$ cat config.mk
export PLATFORM = sky130hd
export DESIGN_NAME = muldiv_unit
export DESIGN_NICKNAME = d
export VERILOG_FILES = /design/src/rtl/muldiv_pkg.sv /design/src/rtl/muldiv_unit.sv
export SDC_FILE = /design/constraint.sdc
export NUM_CORES = 1
export LEC_CHECK = 0
export ABC_AREA = 0
export BUFFER_PORTS_ARGS = -buffer_cell sky130_fd_sc_hd__buf_4
export CAP_MARGIN = 25
export CORE_AREA = 2 2 152 154
export DETAILED_ROUTE_END_ITERATION = 8
export DIE_AREA = 0 0 154 156
export GPL_TIMING_DRIVEN = 0
export HOLD_SLACK_MARGIN = 0.15
export PLACE_DENSITY = 0.81
export RECOVER_POWER = 25
export SETUP_SLACK_MARGIN = 0.1
export SKIP_CTS_REPAIR_TIMING = 1
export SLEW_MARGIN = 10
export SYNTH_ARGS = -nofsm -noshare
export SYNTH_HDL_FRONTEND = slang
export SYNTH_SLANG_ARGS = --single-unit
$ cat constraint.sdc
create_clock -name clk -period 13.35 [get_ports clk]
set_input_delay 2.67 -clock clk [delete_from_list [all_inputs] [get_ports clk]]
set_output_delay 2.67 -clock clk [all_outputs]
set_load 0.02 [all_outputs]
$ cat src/rtl/muldiv_pkg.sv
// Shared types for the iterative multiply/divide unit.
// Op encodings, FSM states and the iteration counter width.
package muldiv_pkg;

  localparam int WIDTH_DEF = 32;
  localparam int CNT_W = $clog2(WIDTH_DEF);

  typedef enum logic [1:0] {
    OP_MULT  = 2'b00,
    OP_MULTU = 2'b01,
    OP_DIV   = 2'b10,
    OP_DIVU  = 2'b11
  } muldiv_op_t;

  typedef enum logic [1:0] {
    IDLE  = 2'b00,
    RUN   = 2'b01,
    FIXUP = 2'b10,
    DONE  = 2'b11
  } state_t;

endpackage

$ cat src/rtl/muldiv_unit.sv
// Iterative MULT/MULTU/DIV/DIVU unit with HI/LO result registers.
// One result bit per cycle: shift-add multiply, restoring divide.
//
// Ports:
//   clk, reset      rising-edge clock, synchronous active-high reset
//   start_i         request, taken in IDLE or DONE
//   op_i, a_i, b_i  operation and operands, sampled with start_i
//   busy_o          high in RUN and FIXUP
//   done_o          one-cycle pulse, HI/LO valid
//   div_by_zero_o   divide with b=0, only while done_o
//   hi_o, lo_o      HI/LO registers
module muldiv_unit
  import muldiv_pkg::*;
#(
  parameter int WIDTH = WIDTH_DEF
) (
  input  logic             clk,
  input  logic             reset,
  input  logic             start_i,
  input  logic [1:0]       op_i,
  input  logic [WIDTH-1:0] a_i,
  input  logic [WIDTH-1:0] b_i,
  output logic             busy_o,
  output logic             done_o,
  output logic             div_by_zero_o,
  output logic [WIDTH-1:0] hi_o,
  output logic [WIDTH-1:0] lo_o
);

  localparam int W2 = 2 * WIDTH;

  state_t           state_q, state_d;
  muldiv_op_t       op_q;
  logic [CNT_W-1:0] cnt_q;
  logic [W2-1:0]    acc_q;
  logic [WIDTH-1:0] mag_q;
  logic             res_neg_q;
  logic             rem_neg_q;
  logic             dbz_q;

  logic             accept;
  logic             is_mul;
  logic             in_signed;
  logic             sa, sb;
  logic [WIDTH-1:0] abs_a, abs_b;
  logic [WIDTH:0]   add_x, add_y, sum;
  logic             add_cin;
  logic [WIDTH:0]   upper;
  logic [W2-1:0]    prod;
  logic [WIDTH-1:0] quo, rem;

  assign accept = start_i &&
    (state_q == IDLE || state_q == DONE);

  always_ff @(posedge clk) begin
    if (reset) state_q <= IDLE;
    else       state_q <= state_d;
  end

  always_comb begin
    state_d = state_q;
    unique case (state_q)
      IDLE:  if (start_i) state_d = RUN;
      RUN:   if (cnt_q == '0) state_d = FIXUP;
      FIXUP: state_d = DONE;
      DONE:  state_d = start_i ? RUN : IDLE;
      default: state_d = IDLE;
    endcase
  end

  assign busy_o = (state_q == RUN) ||
    (state_q == FIXUP);
  assign done_o = (state_q == DONE);
  assign div_by_zero_o = done_o && dbz_q;

  // Operand magnitudes for the signed ops.
  assign in_signed = (op_i == OP_MULT) ||
    (op_i == OP_DIV);
  assign sa = in_signed && a_i[WIDTH-1];
  assign sb = in_signed && b_i[WIDTH-1];
  assign abs_a = sa ? -a_i : a_i;
  assign abs_b = sb ? -b_i : b_i;

  // One shared adder: add for multiply,
  // subtract (x + ~y + 1) for the divide trial.
  assign is_mul = (op_q == OP_MULT) ||
    (op_q == OP_MULTU);
  assign add_x = is_mul
    ? {1'b0, acc_q[W2-1:WIDTH]}
    : acc_q[W2-1:WIDTH-1];
  assign add_y = is_mul ? {1'b0, mag_q}
                        : ~{1'b0, mag_q};
  assign add_cin = !is_mul;
  assign sum = add_x + add_y +
    {{WIDTH{1'b0}}, add_cin};

  assign upper = acc_q[0] ? sum
    : {1'b0, acc_q[W2-1:WIDTH]};

  assign prod = res_neg_q ? -acc_q : acc_q;
  assign quo = acc_q[WIDTH-1:0];
  // With a zero divisor every trial succeeds,
  // so rem ends as |a|; the remainder sign
  // fix then restores the raw dividend.
  assign rem = rem_neg_q ? -acc_q[W2-1:WIDTH]
                         : acc_q[W2-1:WIDTH];

  always_ff @(posedge clk) begin
    if (reset) begin
      op_q      <= OP_MULT;
      cnt_q     <= '0;
      acc_q     <= '0;
      mag_q     <= '0;
      res_neg_q <= 1'b0;
      rem_neg_q <= 1'b0;
      dbz_q     <= 1'b0;
      hi_o      <= '0;
      lo_o      <= '0;
    end else if (accept) begin
      op_q      <= muldiv_op_t'(op_i);
      cnt_q     <= CNT_W'(WIDTH - 1);
      res_neg_q <= sa ^ sb;
      rem_neg_q <= sa;
      dbz_q     <= op_i[1] && (b_i == '0);
      if (!op_i[1]) begin
        mag_q <= abs_a;
        acc_q <= {{WIDTH{1'b0}}, abs_b};
      end else begin
        mag_q <= abs_b;
        acc_q <= {{WIDTH{1'b0}}, abs_a};
      end
    end else if (state_q == RUN) begin
      cnt_q <= cnt_q - 1'b1;
      if (is_mul)
        acc_q <= {upper, acc_q[WIDTH-1:1]};
      else if (!sum[WIDTH])
        acc_q <= {sum[WIDTH-1:0],
                  acc_q[WIDTH-2:0], 1'b1};
      else
        acc_q <= {acc_q[W2-2:0], 1'b0};
    end else if (state_q == FIXUP) begin
      if (is_mul) begin
        hi_o <= prod[W2-1:WIDTH];
        lo_o <= prod[WIDTH-1:0];
      end else begin
        hi_o <= rem;
        if (dbz_q)          lo_o <= '1;
        else if (res_neg_q) lo_o <= -quo;
        else                lo_o <= quo;
      end
    end
  end

endmodule
== Word level (Yosys, flattened, before mapping) ==
Index checks and enable logic that the tools add are counted.

* Div/mod/pow operators: 0
* Multiplexer cells: 23
* Reduce and logical (&&, ||, !) cells: 18
* Add/subtract/negate cells: 8
* Bitwise operators: 4
* Equal/unequal tests: 7
* Multiply operators: 0
* Shift-type cells: 0
* Magnitude comparators: 0

{| class="wikitable"
|+ Operators by type and width
! kind !! number
|-
| $mux 64 || 5
|-
| $mux 32 || 9
|-
| $neg 32->32 || 4
|-
| $mux 33 || 3
|-
| $neg 64->64 || 1
|-
| $add 33x1->33 || 1
|-
| $add 33x33->33 || 1
|-
| $not 32->33 || 1
|-
| $logic_not 32->1 || 1
|-
| $mux 5 || 2
|-
| $pmux 2 s4 || 1
|-
| $eq 2x2->1 const B || 3
|-
| $logic_not 2->1 || 3
|-
| $logic_and 1x1->1 || 5
|-
| $logic_not 5->1 || 1
|-
| $sub 5x1->5 const B || 1
|-
| $eq 2x1->1 const B || 2
|-
| $logic_or 1x1->1 || 4
|-
| $mux 2 || 2
|-
| $ne 2x2->1 const B || 2
|-
| $reduce_and 3->1 || 1
|-
| $not 1->1 || 2
|-
| $reduce_and 2->1 || 1
|-
| $reduce_bool 2->1 || 1
|-
| 3 further kinds || 3
|}

* Bits in latches: 0
* ROM bits: 0
* Memories kept: 0
* Bits in registers: 172
* Output and inout bits: 67
* Logic and storage cells: 70
* Bits of input ports: 69
* RAM bits: 0

== Depth between registers and ports, before layout ==
Gate-level depths: netlist (run 1).

* Word-level depth: 9
* Depth in mapped cells: 20
* Mapped depth without buffers: 12

== Worst setup path after synthesis (run 1) ==
Ideal clock, no wire load.

* Path type: input to register
* Start: in b_i[10]
* End: reg mag_q[29]
* Library setup time: 116 ps
* Setup slack: 8235 ps
* Required time: 13234 ps
* Stages: 8
* Arrival time: 4999 ps
* Path buffers: 0
* Path through: or4_4 or4b_1 nor4b_2 nand2_1 o31ai_1 xor2_1 o22ai_1 a31o_1

* Cells in the longest elaborated chain, start to end: 3

{| class="wikitable"
|+ RTL lines
! element !! line !! text
|-
| start, declared || muldiv_unit.sv:22 || <nowiki>input logic [WIDTH-1:0] b_i,</nowiki>
|-
| $neg 32->32 || muldiv_unit.sv:82 || <nowiki>assign abs_b = sb ? -b_i : b_i;</nowiki>
|-
| $mux 32 || muldiv_unit.sv:82 ||
|-
| $mux 32 || muldiv_unit.sv:125 || <nowiki>if (!op_i[1]) begin</nowiki>
|-
| end signal, assigned || muldiv_unit.sv:126 || <nowiki>mag_q <= abs_a;</nowiki>
|-
| end signal, assigned || muldiv_unit.sv:129 || <nowiki>mag_q <= abs_b;</nowiki>
|-
| end, declared || muldiv_unit.sv:36 || <nowiki>logic [WIDTH-1:0] mag_q;</nowiki>
|}

No other way between the ends.
A chain may end at the register's enable or synchronous reset.

== Worst setup path in the final report (run 1) ==
* Start: reg op_q[1]
* End: reg acc_q[46]

* Cells in the longest elaborated chain, start to end: 9
* Elaborated cells on any way between the ends: 13
* Classes of those cells: 2 x add/sub; 1 x eq/ne; 7 x mux; 3 x reduce/logical

{| class="wikitable"
|+ RTL lines
! element !! line !! text
|-
| start, declared || muldiv_unit.sv:33 || <nowiki>muldiv_op_t op_q;</nowiki>
|-
| start signal, assigned || muldiv_unit.sv:120 || <nowiki>op_q <= muldiv_op_t'(op_i);</nowiki>
|-
| $eq 2x1->1 or $logic_not 2->1 (tied branches) || muldiv_unit.sv:87, muldiv_unit.sv:86 ||
|-
| $logic_or 1x1->1 (*) || muldiv_unit.sv:86 || <nowiki>assign is_mul = (op_q == OP_MULT) ||</nowiki>
|-
| $mux 33, on equally long branches || muldiv_unit.sv:89, muldiv_unit.sv:91 ||
|-
| $add 33x33->33 || muldiv_unit.sv:94 || <nowiki>assign sum = add_x + add_y +</nowiki>
|-
| $add 33x1->33 || muldiv_unit.sv:94 ||
|-
| $mux 64 or $mux 33 (tied branches) || muldiv_unit.sv:136, muldiv_unit.sv:97 ||
|-
| $mux 64 (*) || muldiv_unit.sv:134 || <nowiki>if (is_mul)</nowiki>
|-
| $mux 64 (*) || muldiv_unit.sv:132 || <nowiki>end else if (state_q == RUN) begin</nowiki>
|-
| $mux 64 (*) || muldiv_unit.sv:119 || <nowiki>end else if (accept) begin</nowiki>
|-
| end signal, assigned || muldiv_unit.sv:135 || <nowiki>acc_q <= {upper, acc_q[WIDTH-1:1]};</nowiki>
|-
| end signal, assigned || muldiv_unit.sv:137 || <nowiki>acc_q <= {sum[WIDTH-1:0],</nowiki>
|-
| end signal, assigned || muldiv_unit.sv:140 || <nowiki>acc_q <= {acc_q[W2-2:0], 1'b0};</nowiki>
|-
| end, declared || muldiv_unit.sv:35 || <nowiki>logic [W2-1:0] acc_q;</nowiki>
|}

Every way passes the cells marked *; elsewhere a longest branch is shown, timed or not. The select of a mux whose other input is x is not followed.

==> metrics.txt, run 1 <==
status=finished, final reports clean; initial antenna violation count=0; Post-Synthesis Cells=about 1800; fin crit share=between 40 and 50%; top-area cell type share of the netlist area=25.37%; Pleak=5.988 nW; worst-path maximum fanout=10; PwrDens=187.4 nW/µm²; Worst-Skew Late Latency=approximately 0.45 ns; most used cell, CP=clkbuf_1; P&R area growth vs syn=12.92%; max-slew violation count=0; Req. time, crit path=between 10 and 15 ns; Post-DRT Antenna Nets=0; number of remaining DRC errors=0; CORE AREA=roughly 22000 µm²; Syn Nets=~1900; cell family with most CP delay=buffers and inverters; Mapped Area=~13000 µm²; initial drt markers=between 1500 and 2000; clock root buffer=clkbuf_16; DR WL/cell=between 20 and 25 µm; RSZ-0062 raised after global routing=no; Initial Utilization=between 60 and 70%; min-delay worst type=reg2reg; WP buf/inv=8; largest net degree at the start of global routing=21; Max Cap Viol=0; Fin Setup TNS=0 ns; final wirelength=between 40000 and 50000 µm; Vias per Instance=6.454; Worst R2R Setup Slack=6.77 ns; vias in the first global route=between 10000 and 15000; crit start category=flop; Die H=around 160 µm; #FFs+latches synth=about 170; Avg Cell Area, Syn=around 7.5 µm²; PortBufs=about 130; GRT overflow=0; Setup Skew=0.01628 ns; Synth area leader=dfxtp_1; DPL Wire Length=~38000 µm; Netlist cell types=between 70 and 80; clk slew on worst S/H paths=around 0.080 ns; Die X=~150 µm; NumNets Final=approximately 2100; die area=~24000 µm²; CTS buffer count=17; Post-synth ARST share=0%; CP Cell Sequence=clkbuf_1, clkbuf_1, buf_1, buf_1, clkbuf_1, xor2_1, ha_1, clkbuf_1, a21oi_1, a21oi_1, a211oi_1, o221ai_1, a211o_1, xnor2_1, buf_4, buf_4, mux2i_1, nand2_1, a22o_1; CP arrival=6.92 ns; Finished Core Util=around two thirds; top cells by area, synth=dfxtp_1 25%, a21oi_1 7.2%, xor2_1 7.0%, mux2i_1 5.6%, nand2_1 5.3%; global-route wire length before repair=72680 µm; CTS tree=built; Fmax=between 150 and 200 MHz; max_slew headroom=approximately two fifths; finished layout cell area=around 15000 µm²; crit path time final=6.581 ns; Worst Max-Slew Pin Slew=slightly below 0.9 ns; DR pass1 iterations=5; Worst Path Class, Setup=reg2reg; clock buffer depth=2; Post-synth EDFFs=0; Worst VDD drop=~100 µV; crit end category=flop; share of cells above drive strength 1=8.550%; via count=between 10000 and 15000; CTS H-tree depth=4; post-place instance area=between 10000 and 15000 µm²; final hold vios=0; GRT Total Usage=38.61%; Crit-path slowest cell=buf_1; TritonCTS Sinks=171; IO Count=136; Ys Warns=0; largest stage delay on the critical path=slightly below 0.6 ns; setup violators final=0; Main synth FF type=dfxtp_1; GP Congestion=roughly 0.99; Filler cells=just over 2000; Seq/Total Area, Yosys=approximately a quarter; ant diodes=0; # rows=between 50 and 60
-- cell usage after synthesis (all sizes together), types with 5 or more instances --
library cell and instances:
mux2 33, inv 35, buf 24, a31o 8
o21ai 95, xor2 108, nand2b 10, or3 19
a221oi 6, a211oi 83, ha 42, or2 9
nor2 186, xnor2 74, clkbuf 132, and3 8
a2111o 5, o221ai 8, and2 6, dfxtp 171
o211ai 40, nor4 13, or4 20, nand4 10
o21bai 5, o41ai 14, mux2i 75, nand2 190
a22o 11, a22oi 6, nand3 20, a21oi 193
a31oi 13, o31ai 20, o22ai 8, nor3 35
nor2b 15, a21o 12
-- worst min-delay path, cell delays in order, from the launching register on --
cell and delay [ns]:
dfxtp_1 0.31, nand2_1 0.05, a21oi_1 0.05
-- registers in the layout, indices dropped and copies added, names as in the netlist --
signal and cells:
lo_o 32, rem_neg_q 1, dbz_q 1, mag_q 32
acc_q 64, state_q 2, cnt_q 5, res_neg_q 1
op_q 1, hi_o 32
-- worst paths after layout --
check / from / endpoint / cells after the start
setup / recovery: op_q[1] / acc_q[46] / 19
hold / removal: hi_o[2] / hi_o[2] / 2
setup reg to reg: op_q[1] / acc_q[46] / 19
hold reg to reg: hi_o[2] / hi_o[2] / 2
-- where the power goes --
| group | leakage (nW) | total [mW] | internal, mW | switching (mW) |
|---|---|---|---|---|
| combinational | 4.30 | 1.60 | 0.541 | 1.06 |
| sequential | 1.39 | 0.740 | 0.630 | 0.109 |
| clock | 0.295 | 0.518 | 0.257 | 0.261 |
-- cell families after synthesis --
family	count (synthesis)	synth area share, %
mux	108	8.319
xor+xnor	182	11.81
fa+ha+maj	43	4.043
simple gates	553	18.79
buf+inv	191	5.555
compound gates	553	26.11
flops	171	25.37
-- through the flow --
stage | hold WS [ns] | power (mW) | worst slack (ns) | std cells
2_1_floorplan | 0.4434 | 1.825 | 8.235 | 1801
3_3_place_gp | 0.4396 | 2.279 | 7.105 | 2218
3_5_place_dp | 0.4472 | 2.312 | 7.051 | 2218
4_1_cts | 0.4560 | 2.825 | 6.977 | 2250
5_1_grt | 0.4725 | 3.000 | 6.441 | 2250
6_report | 0.4550 | 2.855 | 6.769 | 2250
-- placed cells by master, fill, tap and decap left out, types with 32 or more instances in the layout --
| cell type | Yosys | final |
|---|---|---|
| mux2_2 | 32 | 32 |
| inv_1 | 34 | 34 |
| buf_4 | 4 | 78 |
| xor2_1 | 108 | 108 |
| nor2_1 | 186 | 186 |
| a21oi_1 | 193 | 193 |
| mux2i_1 | 75 | 75 |
| nand2_1 | 190 | 190 |
| dfxtp_1 | 171 | 171 |
| xnor2_1 | 74 | 74 |
| a211oi_1 | 83 | 83 |
| nor3_1 | 35 | 35 |
| ha_1 | 42 | 42 |
| o21ai_0 | 56 | 56 |
| clkbuf_1 | 131 | 189 |
| o211ai_1 | 40 | 40 |
| o21ai_1 | 39 | 39 |
-- final cells by class --
type | instances | area [µm²] | area share [%]
Sequential cell | 171 | 3423 | 22.47
Clock inverter | 15 | 187.7 | 1.232
Clock buffer | 17 | 425.4 | 2.792
Timing Repair Buffer | 132 | 773.2 | 5.076
Buffer | 156 | 618.1 | 4.057
Multi-Input combinational cell | 1439 | 9319 | 61.17
Tap cell | 285 | 356.6 | 2.341
Inverter | 35 | 131.4 | 0.8624
-- layer usage --
| layer | routed length (µm) | global-route usage [%] | vias to the layer above | share of wire, % |
|---|---|---|---|---|
| met5 | 0 | 0 | - | 0 |
| met4 | 1489 | 12.51 | 0 | 3.1 |
| met3 | 4869 | 6.694 | 104 | 10 |
| met2 | 21170 | 61.09 | 862 | 44 |
| met1 | 20740 | 53.53 | 6773 | 43 |
| li1 | - | - | 6782 | - |
No activity file was read; power rests on OpenSTA's default activity.
==> run 2, diff against run 1 <==
==> constraint.sdc (replaced) <==
create_clock -name clk -period 6.5 [get_ports clk]
set_input_delay 1.3 -clock clk [delete_from_list [all_inputs] [get_ports clk]]
set_output_delay 1.3 -clock clk [all_outputs]
set_load 0.02 [all_outputs]
==> run 2 against run 1 <==
Flip-flop and latch count did not move; final area did not move; first-iteration DRC count rose by 7.9%; clock skew fell by 0.0023 ns; critical path depth fell by 1; total power rose by 110%; register-to-register slack got worse by 6.3 ns; critical path type unchanged.
==> metrics.txt, run 2 (synthesis gave the netlist of run 1 again) <==
area occupied by multi-input gates=9319 µm² (unchanged); worst-path maximum fanout=10 (unchanged); max-slew violation count=0 (unchanged); largest net degree at the start of global routing=21 (unchanged); initial drt markers=1782 (+7.9%); Die H=156 µm (unchanged); die area=24020 µm² (unchanged); crit path time final=6.059 ns (-0.5222 ns); CP arrival=6.39 ns (-0.53 ns); min-delay worst type=reg2reg; share of cells above drive strength 1=8.809% (+0.26 points); # rows=55 (unchanged); status=finished, final reports clean; clk slew on worst S/H paths=0.08 ns (about the same); GP Congestion=0.9862 (unchanged); P&R area growth vs syn=12.92% (unchanged); vias in the first global route=12922 (unchanged); ant diodes=0 (unchanged); DR WL/cell=21.45 µm (about the same); global-route wire length before repair=72680 µm (unchanged); TritonCTS Sinks=171 (unchanged); CTS tree=built; CTS H-tree depth=4 (unchanged); hold_ws=0.4545 ns (-0.0004180 ns); most frequent cells in the layout=193 x a21oi_1, 190 x nand2_1, 187 x clkbuf_1, 186 x nor2_1, 171 x dfxtp_1; storage element area=3423 µm² (unchanged); crit start category=flop; CTS buffer count=17 (unchanged); GRT Total Usage=38.61% (unchanged); GRT overflow=0 (unchanged); Req. time, crit path=6.83 ns (-6.86 ns); final wirelength=48230 µm (about the same); NumNets Final=2063 (-0.048%); IO Count=136 (unchanged); Vias per Instance=6.467 (+0.21%); Pleak=6.002 nW (+0.25%); final hold vios=0 (unchanged); DR pass1 iterations=8 (+3); clock root buffer=clkbuf_16; DPL Wire Length=38190 µm (unchanged); Fmax=165.0 MHz (+8.6%); commonest non-fill, non-tap cell in the layout=a21oi_1; Die X=154 µm (unchanged); finished layout cell area=15230 µm² (unchanged); PortBufs=132 (unchanged); CORE AREA=22370 µm² (unchanged); crit end category=flop; setup violators final=0 (unchanged); clock buffer depth=2 (unchanged); number of remaining DRC errors=0 (unchanged); Worst VDD drop=211.9 µV (+110%); Max Cap Viol=0 (unchanged); RSZ-0062 raised after global routing=no; Initial Utilization=60.32% (unchanged); Worst Max-Slew Pin Slew=0.9060 ns (+0.01868 ns); via count=14545 (+0.17%); Filler cells=2031 (+0.049%); Fin Setup TNS=0 ns (unchanged); max reg flops=64 (unchanged); Worst Path Class, Setup=reg2reg; post-place instance area=14840 µm² (unchanged); PwrDens=384.8 nW/µm² (+110%); max_slew headroom=39.38% (-1.2 points); Post-DRT Antenna Nets=0 (unchanged); fin crit share=93.22% (+44 points); Worst-Skew Late Latency=0.45 ns (about the same); Setup Skew=0.01398 ns (-0.002297 ns); initial antenna violation count=0 (unchanged); Most flops, register=acc_q
[run 2: cell types whose count changed in the layout (fill, tap and decap cells not counted), sizes merged]
cell and change:
buf -5, clkbuf +4
[run 2: layout make-up]
class / count / share of cell area, %
Sequential cell: 171 / 22.47
Timing Repair Buffer: 132 / 5.051
Buffer: 155 / 4.082
Clock buffer: 17 / 2.792
Clock inverter: 15 / 1.232
Inverter: 35 / 0.8624
Multi-Input combinational cell: 1439 / 61.17
Tap cell: 285 / 2.341
[run 2: path summary, 6_finish.rpt]
path / startpoint / endpoint / slack, ns / cells after the start
worst max-delay path: op_q[1] / acc_q[48] / 0.44 / 18
worst min-delay path: hi_o[2] / hi_o[2] / 0.45 / 2
worst max register to register: op_q[1] / acc_q[48] / 0.44 / 18
worst min register to register: hi_o[2] / hi_o[2] / 0.45 / 2
[run 2: worst max-delay path: stages (launching register included)]
cell and delay [ns]:
dfxtp_1 0.31, clkbuf_1 0.37, clkbuf_1 0.47, clkbuf_2 0.45, clkbuf_1 0.45, mux2_2 0.43
ha_1 0.29, clkbuf_1 0.19, a21oi_1 0.35, a21oi_1 0.12, a211oi_1 0.41, o221ai_1 0.26
a211o_1 0.45, xnor2_1 0.31, buf_4 0.28, buf_4 0.25, mux2i_1 0.24, nand2_1 0.08
a22o_1 0.21
[run 2: routing by layer]
metal	share of wire, %	up-vias	GRT usage [%]
met3	11	100	6.694
met2	44	861	61.09
li1	-	6783	-
met4	2.9	0	12.51
met5	0	-	0
met1	42	6801	53.53
[run 2: power by group]
part	internal, mW	switching (mW)
Combinational	1.11	2.17
Sequential	1.29	0.224
Clock	0.527	0.533
Total	2.93	2.93
[run 2: through the flow]
step           instances  util [%]  worst slack, ns  power, mW
2_1_floorplan       1801         -            1.579      3.749
3_3_place_gp        2218     66.35           0.2553      4.681
6_report            2249     68.12           0.4409      5.862
5_1_grt             2249     68.12           0.1548      6.161
3_5_place_dp        2218     66.35           0.2014      4.749
4_1_cts             2250     69.09           0.1266      5.801
